[src/rtl/elevator_ctrl.sv]
// Single-car elevator controller. It accepts call requests on n and runs the car through
// a MOVE phase (red lamp) and then a DOOR phase (green lamp), queueing one request at most.
module elevator_ctrl #(
  parameter int TRAVEL_CYCLES = 2,
  parameter int DOOR_CYCLES   = 2
) (
  input  logic n,
  output logic r,
  output logic g,
  input  logic clk,
  input  logic reset
);

  typedef enum logic [1:0] {
    IDLE = 2'd0,
    MOVE = 2'd1,
    DOOR = 2'd2
  } state_t;

  localparam logic [7:0] TRAVEL_LOAD = 8'(TRAVEL_CYCLES - 1);
  localparam logic [7:0] DOOR_LOAD   = 8'(DOOR_CYCLES - 1);

  state_t     state_q, state_d;
  logic [7:0] cnt_q, cnt_d;
  logic       pend_q, pend_d;

  always_ff @(posedge clk or negedge reset) begin
    if (!reset) begin
      state_q <= IDLE;
      cnt_q   <= 8'd0;
      pend_q  <= 1'b0;
    end else begin
      state_q <= state_d;
      cnt_q   <= cnt_d;
      pend_q  <= pend_d;
    end
  end

  always_comb begin
    state_d = state_q;
    cnt_d   = cnt_q;
    pend_d  = pend_q;
    r       = 1'b0;
    g       = 1'b0;
    case (state_q)
      IDLE: begin
        if (n || pend_q) begin
          state_d = MOVE;
          cnt_d   = TRAVEL_LOAD;
          pend_d  = 1'b0;
        end
      end
      MOVE: begin
        r = 1'b1;
        if (n) pend_d = 1'b1;
        if (cnt_q == 8'd0) begin
          state_d = DOOR;
          cnt_d   = DOOR_LOAD;
        end else begin
          cnt_d = cnt_q - 8'd1;
        end
      end
      DOOR: begin
        g = 1'b1;
        if (cnt_q == 8'd0) begin
          // A request arriving on the expiry edge starts the next trip directly.
          if (n || pend_q) begin
            state_d = MOVE;
            cnt_d   = TRAVEL_LOAD;
            pend_d  = 1'b0;
          end else begin
            state_d = IDLE;
          end
        end else begin
          cnt_d = cnt_q - 8'd1;
          if (n) pend_d = 1'b1;
        end
      end
      default: state_d = IDLE;
    endcase
  end

endmodule

[config.mk]
export PLATFORM = sky130hd
export DESIGN_NAME = elevator_ctrl
export DESIGN_NICKNAME = d
export VERILOG_FILES = /design/src/rtl/elevator_ctrl.sv
export SDC_FILE = /design/constraint.sdc
export NUM_CORES = 1
export LEC_CHECK = 0
export BUFFER_PORTS_ARGS = -buffer_cell sky130_fd_sc_hd__buf_2
export CAP_MARGIN = 25
export CORE_UTILIZATION = 55
export DETAILED_ROUTE_END_ITERATION = 12
export MAX_ROUTING_LAYER = met4
export PLACE_DENSITY = 0.73
export SYNTH_ARGS = -nofsm -noshare
export SYNTH_HDL_FRONTEND = slang
export SYNTH_SLANG_ARGS = --single-unit
[constraint.sdc]
create_clock -name clk -period 2.56 [get_ports clk]
set_clock_uncertainty 0.2 [all_clocks]
set_input_delay 0.256 -clock clk [delete_from_list [all_inputs] [get_ports clk]]
set_output_delay 0.256 -clock clk [all_outputs]
set_load 0.02 [all_outputs]
# After elaboration in Yosys (flattened, before gate mapping)
# Cells that the tools add are included.
[totals] elab_cells=29 regBits=11
[op_classes] addsub=1 n_mux=15 n_eq_ne=5 n_reduce_logical=5
[op_table] op="8-bit 2-to-1 mux" count=3
[op_table] op="8-bit one-hot mux with 3 select lines" count=1
[op_table] op="8-bit logical NOT" count=1
[op_table] op="8-bit by 1-bit subtractor with 8-bit output, second input constant" count=1
[op_table] op="1-bit 2-to-1 mux" count=6
[op_table] op="2-bit 2-to-1 mux" count=3
[op_table] op="2-bit != test, second input constant" count=3
[op_table] op="2-bit one-hot mux with 3 select lines" count=1
[op_table] op="1-bit one-hot mux with 3 select lines" count=1
[op_table] op="3-bit AND reduction" count=1
[op_table] op="3-bit nonzero test" count=1
[op_table] op="2-bit by 1-bit equality test with 1-bit output, second input constant" count=1
[op_table] op="2-bit equality test, second input constant" count=1
[op_table] op="2-bit logical NOT" count=1
[op_table] op="1-bit logical OR" count=1

# Logic depth before layout (Yosys ltp)
[depth] word_depth=4 depth_mapped=6 mapped_depth_nobuf=6

# Least setup slack after synthesis
# No wires, ideal clock.
[synth_timing] kind="register -> register" start="register state_q[0]" end="register state_q[0]" synth_period_minus_slack_ns=1.899 arrival_time_ns=1.573 path_slack_ns=0.661 path_stages_with_launch=7 setup_ns=0.126 path_cell_list="dfrtp_1 -> inv_1 -> ha_1 -> nor2_1 -> a31oi_4 -> o31ai_2 -> a221o_1"
[synth_between] elab_chain_cells=3 elab_cells_between_ends=8 cone_classes="eq/ne: 5; mux: 1; reduce/logical: 2"
[synth_rtl] element="from (decl)" line="23" rtl="state_t state_q, state_d;"
[synth_rtl] element="from (signal assigned)" line="33" rtl="state_q <= state_d;"
[synth_rtl] element="2-bit by 1-bit equality test with 1-bit output, or another cell as far along" line="45" rtl="case (state_q)"
[synth_rtl] element="2-bit != test (no line)"
[synth_rtl] element="3-bit AND reduction (no line)"
# Parallel ways exist; a longest one is shown, timed or not.
# A chain may end at the register's enable or synchronous reset.

# Final worst setup path
[layout_timing] start="register cnt_q[0]" end="register state_q[0]"
[layout_between] elab_chain_cells=3 elab_cells_between_ends=4 cone_classes="eq/ne: 2; reduce/logical: 2"
[layout_rtl] element="from (decl)" line="24" rtl="logic [7:0] cnt_q, cnt_d;"
[layout_rtl] element="from (signal assigned)" line="34" rtl="cnt_q <= cnt_d;"
[layout_rtl] element="8-bit logical NOT *" line="56, 65"
[layout_rtl] element="2-bit != test (no line)"
[layout_rtl] element="3-bit AND reduction (no line) *"
# Every way passes the cells marked *; elsewhere a longest branch is shown, timed or not.

==> report_table.html <==
<table>
<tr><th>Metric</th><th>Value</th></tr>
<tr><th colspan="2">Global route</th></tr>
<tr><td>Vias in the first global route</td><td>575</td></tr>
<tr><td>Met1 Track Usage GR</td><td>40.1%</td></tr>
<tr><td>Antenna violations before repair</td><td>0</td></tr>
<tr><td>Pin count of the biggest net entering global routing</td><td>12</td></tr>
<tr><td>Highest-utilization routing layer at the global route stage</td><td>met1</td></tr>
<tr><td>Global Route met2 Usage</td><td>35.7%</td></tr>
<tr><td>Leftover overflow at the end of global routing</td><td>0</td></tr>
<tr><td>Met3 Resource Use GR</td><td>6.82%</td></tr>
<tr><td>First-pass GRT wire length</td><td>2760 um</td></tr>
<tr><td>Total track usage</td><td>27.5%</td></tr>
<tr><th colspan="2">Worst setup path</th></tr>
<tr><td>Type of element capturing the critical path</td><td>register</td></tr>
<tr><td>Signal arrival time at the worst endpoint</td><td>1.96 ns</td></tr>
<tr><td>Required time reported for the critical path endpoint</td><td>2.53 ns</td></tr>
<tr><td>Worst Setup EP</td><td>state_q[0]</td></tr>
<tr><td>Crit path kind</td><td>register to register</td></tr>
<tr><td>Worst flop-to-flop path startpoint</td><td>cnt_q[0]</td></tr>
<tr><td>Kind of start point of the critical path</td><td>register</td></tr>
<tr><td>Worst R2R Path Depth</td><td>5</td></tr>
<tr><td>Start point of the critical path</td><td>cnt_q[0]</td></tr>
<tr><td>Destination of the worst register-to-register timing path</td><td>state_q[0]</td></tr>
<tr><td>Worst-case register-to-register setup slack</td><td>0.57 ns</td></tr>
<tr><td>CP max FO</td><td>9</td></tr>
<tr><th colspan="2">Pwr</th></tr>
<tr><td>Switching Power</td><td>74.6 uW</td></tr>
<tr><td>Cell internal pwr</td><td>234 uW</td></tr>
<tr><td>Clock network power share</td><td>41.8%</td></tr>
<tr><td>Switching part of the total</td><td>24.2%</td></tr>
<tr><td>Worst-case vdd ir drop</td><td>0.262 mV</td></tr>
<tr><td>Power density relative to cell area</td><td>365 nW/um2</td></tr>
<tr><td>Portion of total power attributed to combinational logic</td><td>1.9%</td></tr>
<tr><td>Sequential group share of total power</td><td>56.3%</td></tr>
<tr><td>Static leakage</td><td>0.376 nW</td></tr>
<tr><th colspan="2">Floorplan</th></tr>
<tr><td>Horizontal die dimension</td><td>39.5 um</td></tr>
<tr><td>Placeable Area</td><td>1300 um2</td></tr>
<tr><td>Starting density of the core</td><td>59.3%</td></tr>
<tr><td>Top Ports</td><td>5</td></tr>
<tr><td>Row count</td><td>13</td></tr>
<tr><td>Height of the die</td><td>39.5 um</td></tr>
<tr><td>Area of the die</td><td>1560 um2</td></tr>
<tr><th colspan="2">Place</th></tr>
<tr><td>Routability-driven placement congestion ratio</td><td>0.837</td></tr>
<tr><td>Count of input and output buffers</td><td>4</td></tr>
<tr><td>Post-placement worst setup slack</td><td>0.603 ns</td></tr>
<tr><td>HPWL Detailed</td><td>1210 um</td></tr>
<tr><th colspan="2">STA</th></tr>
<tr><td>Worst-Margin Slew</td><td>0.501 ns</td></tr>
<tr><td>Final number of setup-violating endpoints</td><td>0</td></tr>
<tr><td>Final worst path period share</td><td>77.7%</td></tr>
<tr><td>Rel. slew slack</td><td>66.5%</td></tr>
<tr><td>Unrepaired setup endpoints after global routing</td><td>false</td></tr>
<tr><td>Final Max Tran Viols</td><td>0</td></tr>
<tr><td>Final critical path time including I/O delays and setup</td><td>1.99 ns</td></tr>
<tr><td>Fmax achieved</td><td>0.503 GHz</td></tr>
<tr><td>Accumulated negative setup slack</td><td>0 ns</td></tr>
<tr><td>Number of endpoints with negative hold slack in the final report</td><td>0</td></tr>
<tr><td>Setup ws final</td><td>0.571 ns</td></tr>
<tr><th colspan="2">Finish</th></tr>
<tr><td>Layout overhead on the synthesized area</td><td>9.40%</td></tr>
<tr><td>Most common cell after layout, fill and taps aside</td><td>sky130_fd_sc_hd__dfrtp_1</td></tr>
<tr><td>Number of nets in the finished design</td><td>103</td></tr>
<tr><td>Antenna diode instance count</td><td>0</td></tr>
<tr><td>Commonest cells after routing, fill and taps aside</td><td>11 x sky130_fd_sc_hd__dfrtp_1, 10 x sky130_fd_sc_hd__nand2_1, 9 x sky130_fd_sc_hd__nor2_1</td></tr>
<tr><td>Share of final-layout standard cells stronger than drive strength 1</td><td>17.2%</td></tr>
<tr><th colspan="2">Synthesis</th></tr>
<tr><td>Syn Inst Count</td><td>85</td></tr>
<tr><td>Dominant cells by area after synthesis</td><td>sky130_fd_sc_hd__dfrtp_1 36%, sky130_fd_sc_hd__ha_1 9.7%, sky130_fd_sc_hd__mux2i_1 5.2%, sky130_fd_sc_hd__nand2_1 4.9%, sky130_fd_sc_hd__nor2_1 4.4%</td></tr>
<tr><td>Post-Syn Area</td><td>772 um2</td></tr>
<tr><td>Register bit total from synthesis</td><td>11</td></tr>
<tr><td>Number of library cell types mapped by synthesis</td><td>32</td></tr>
<tr><td>Area leader, netlist</td><td>sky130_fd_sc_hd__dfrtp_1</td></tr>
<tr><td>Synthesis Warnings</td><td>0</td></tr>
<tr><td>Sequential-to-total area share from yosys stat</td><td>35.7%</td></tr>
<tr><td>Mean Syn Cell Area</td><td>9.08 um2</td></tr>
<tr><td>Share of Yosys cell area claimed by the top area cell type</td><td>35.7%</td></tr>
<tr><td>Post-Synthesis Net Count</td><td>94</td></tr>
<tr><th colspan="2">Clock network</th></tr>
<tr><td>CTS Root Buffer Type</td><td>sky130_fd_sc_hd__clkbuf_4</td></tr>
<tr><td>Clock sink total</td><td>11</td></tr>
<tr><td>Total CTS buffers</td><td>3</td></tr>
<tr><td>Clock latency at the later pin of the worst-skew pair</td><td>0.28 ns</td></tr>
<tr><td>Clk slew on worst S/H paths</td><td>0.09 ns</td></tr>
<tr><td>Clock tree from TritonCTS</td><td>done</td></tr>
<tr><td>Clock Path Buffers</td><td>2</td></tr>
<tr><td>Maximum level of the CTS H-tree</td><td>1</td></tr>
<tr><td>Post-CTS Setup Repair Bufs</td><td>0</td></tr>
<tr><th colspan="2">Routing</th></tr>
<tr><td>TritonRoute pass-1 iters</td><td>4</td></tr>
<tr><td>Average detailed-routed wire length per instance</td><td>15.5 um</td></tr>
<tr><td>Routed Wire Length</td><td>1670 um</td></tr>
<tr><td>Total via count after detailed routing</td><td>673</td></tr>
<tr><td>Remaining number of nets flagged by the antenna check after routing</td><td>0</td></tr>
<tr><td>Post-route DRC</td><td>0</td></tr>
<tr><td>First-iteration detailed-routing DRC count</td><td>19</td></tr>
<tr><td>DR vias/cell</td><td>6.23</td></tr>
<tr><th colspan="2">Min path</th></tr>
<tr><td>Hold/Removal Path Class</td><td>primary input to asynchronous set/reset pin</td></tr>
<tr><th colspan="2">Status</th></tr>
<tr><td>Outcome</td><td>completed</td></tr>
<tr><th colspan="2">Job</th></tr>
<tr><td>Max Cap Violations</td><td>0</td></tr>
</table>
==> kinds of logic after synthesis <==
kind of cell	share of synthesized area [%]
flops	35.7
simple gates	23.2
fa+ha+maj	9.72
buf+inv	3.40
mux	5.19
compound gates	22.9
==> worst min-delay path by stage <==
stage | from | endpoint | slack, ns | cells past startpoint
CTS | reset | state_q[1] | 0.17 | 2
floorplan | reset | cnt_q[0] | -0.24 | 0
global placement | reset | state_q[1] | -0.06 | 1
finish | reset | state_q[1] | 0.16 | 2
global route | reset | state_q[1] | 0.20 | 2
detailed placement | reset | state_q[1] | -0.06 | 1
==> critical path, stage by stage, from the launching register on <==
cell and delay (ns):
sky130_fd_sc_hd__dfrtp_1 0.40, sky130_fd_sc_hd__inv_1 0.13, sky130_fd_sc_hd__ha_1 0.15, sky130_fd_sc_hd__nor2b_1 0.37
sky130_fd_sc_hd__a31oi_4 0.23, sky130_fd_sc_hd__a221o_1 0.40
==> cells in the mapped netlist <==
| library cell | number |
|---|---|
| sky130_fd_sc_hd__dfrtp_1 | 11 |
| sky130_fd_sc_hd__nand2_1 | 10 |
| sky130_fd_sc_hd__nor2_1 | 9 |
| sky130_fd_sc_hd__ha_1 | 6 |
| sky130_fd_sc_hd__inv_1 | 6 |
| sky130_fd_sc_hd__o21ai_0 | 6 |
| sky130_fd_sc_hd__a31oi_1 | 4 |
| sky130_fd_sc_hd__mux2i_1 | 4 |
| sky130_fd_sc_hd__a21oi_1 | 2 |
| sky130_fd_sc_hd__a32oi_1 | 2 |
| sky130_fd_sc_hd__and3_1 | 2 |
| sky130_fd_sc_hd__nor2b_1 | 2 |
| sky130_fd_sc_hd__o22ai_1 | 2 |
| sky130_fd_sc_hd__a221o_1 | 1 |
| sky130_fd_sc_hd__a22oi_1 | 1 |
| sky130_fd_sc_hd__a31oi_4 | 1 |
| sky130_fd_sc_hd__a41oi_1 | 1 |
| sky130_fd_sc_hd__clkbuf_1 | 1 |
| sky130_fd_sc_hd__nand3_1 | 1 |
| sky130_fd_sc_hd__nand3b_1 | 1 |
| sky130_fd_sc_hd__nand4_1 | 1 |
| sky130_fd_sc_hd__nor2_2 | 1 |
| sky130_fd_sc_hd__nor3_1 | 1 |
| sky130_fd_sc_hd__nor3_2 | 1 |
| sky130_fd_sc_hd__nor3_4 | 1 |
| sky130_fd_sc_hd__o21ai_1 | 1 |
| sky130_fd_sc_hd__o21ai_2 | 1 |
| sky130_fd_sc_hd__o21bai_1 | 1 |
| sky130_fd_sc_hd__o31ai_2 | 1 |
| sky130_fd_sc_hd__or2_2 | 1 |
| sky130_fd_sc_hd__or3_4 | 1 |
| sky130_fd_sc_hd__or3b_1 | 1 |
==> power by group through the flow <==
stage | Combinational (mW) | Sequential (mW) | Clock [mW]
floorplan | 0.0000223 | 0.177 | 0
global placement | 0.00507 | 0.177 | 0
detailed placement | 0.00523 | 0.177 | 0
CTS | 0.00637 | 0.174 | 0.129
global route | 0.00733 | 0.174 | 0.142
finish | 0.00599 | 0.174 | 0.129
==> through the flow <==
| stage | hold slack, ns | std cells | area, um2 | utilization [%] | total power [mW] |
|---|---|---|---|---|---|
| 3_3_place_gp | -0.0574 | 103 | 807 | 62.0 | 0.182 |
| 3_5_place_dp | -0.0550 | 103 | 807 | 62.0 | 0.182 |
| 4_1_cts | 0.171 | 108 | 845 | 64.9 | 0.309 |
| 2_1_floorplan | -0.240 | 85 | 772 | - | 0.177 |
| 6_report | 0.162 | 108 | 845 | 64.9 | 0.308 |
| 5_1_grt | 0.199 | 108 | 845 | 64.9 | 0.323 |
==> flip-flops by register name, indices dropped and copies added (netlist names) <==
register and flops:
cnt_q 8, pend_q 1, state_q 2
==> routing by layer <==
layer | vias up | part of all wire, %
li1 | 326 | -
met1 | 321 | 49
met2 | 24 | 46
met3 | 2 | 4.5
met4 | 0 | 0.72
met5 | - | 0
==> layout make-up <==
| class | count | area, um2 |
|---|---|---|
| flip-flops and latches | 11 | 275 |
| repair buffers | 5 | 30.0 |
| well taps | 15 | 18.8 |
| clock buffers | 3 | 22.5 |
| inverters | 6 | 22.5 |
| multi-input cells | 67 | 470 |
| fillers | 117 | 457 |
| clock inverters | 1 | 5.00 |
==> repair_timing <==
item | in CTS | in global routing
hold buffers | 1 | 0
resized for setup | 0 | 0
endpoints found under the hold margin | 11 | 0
(Power assumes the default switching activity.)
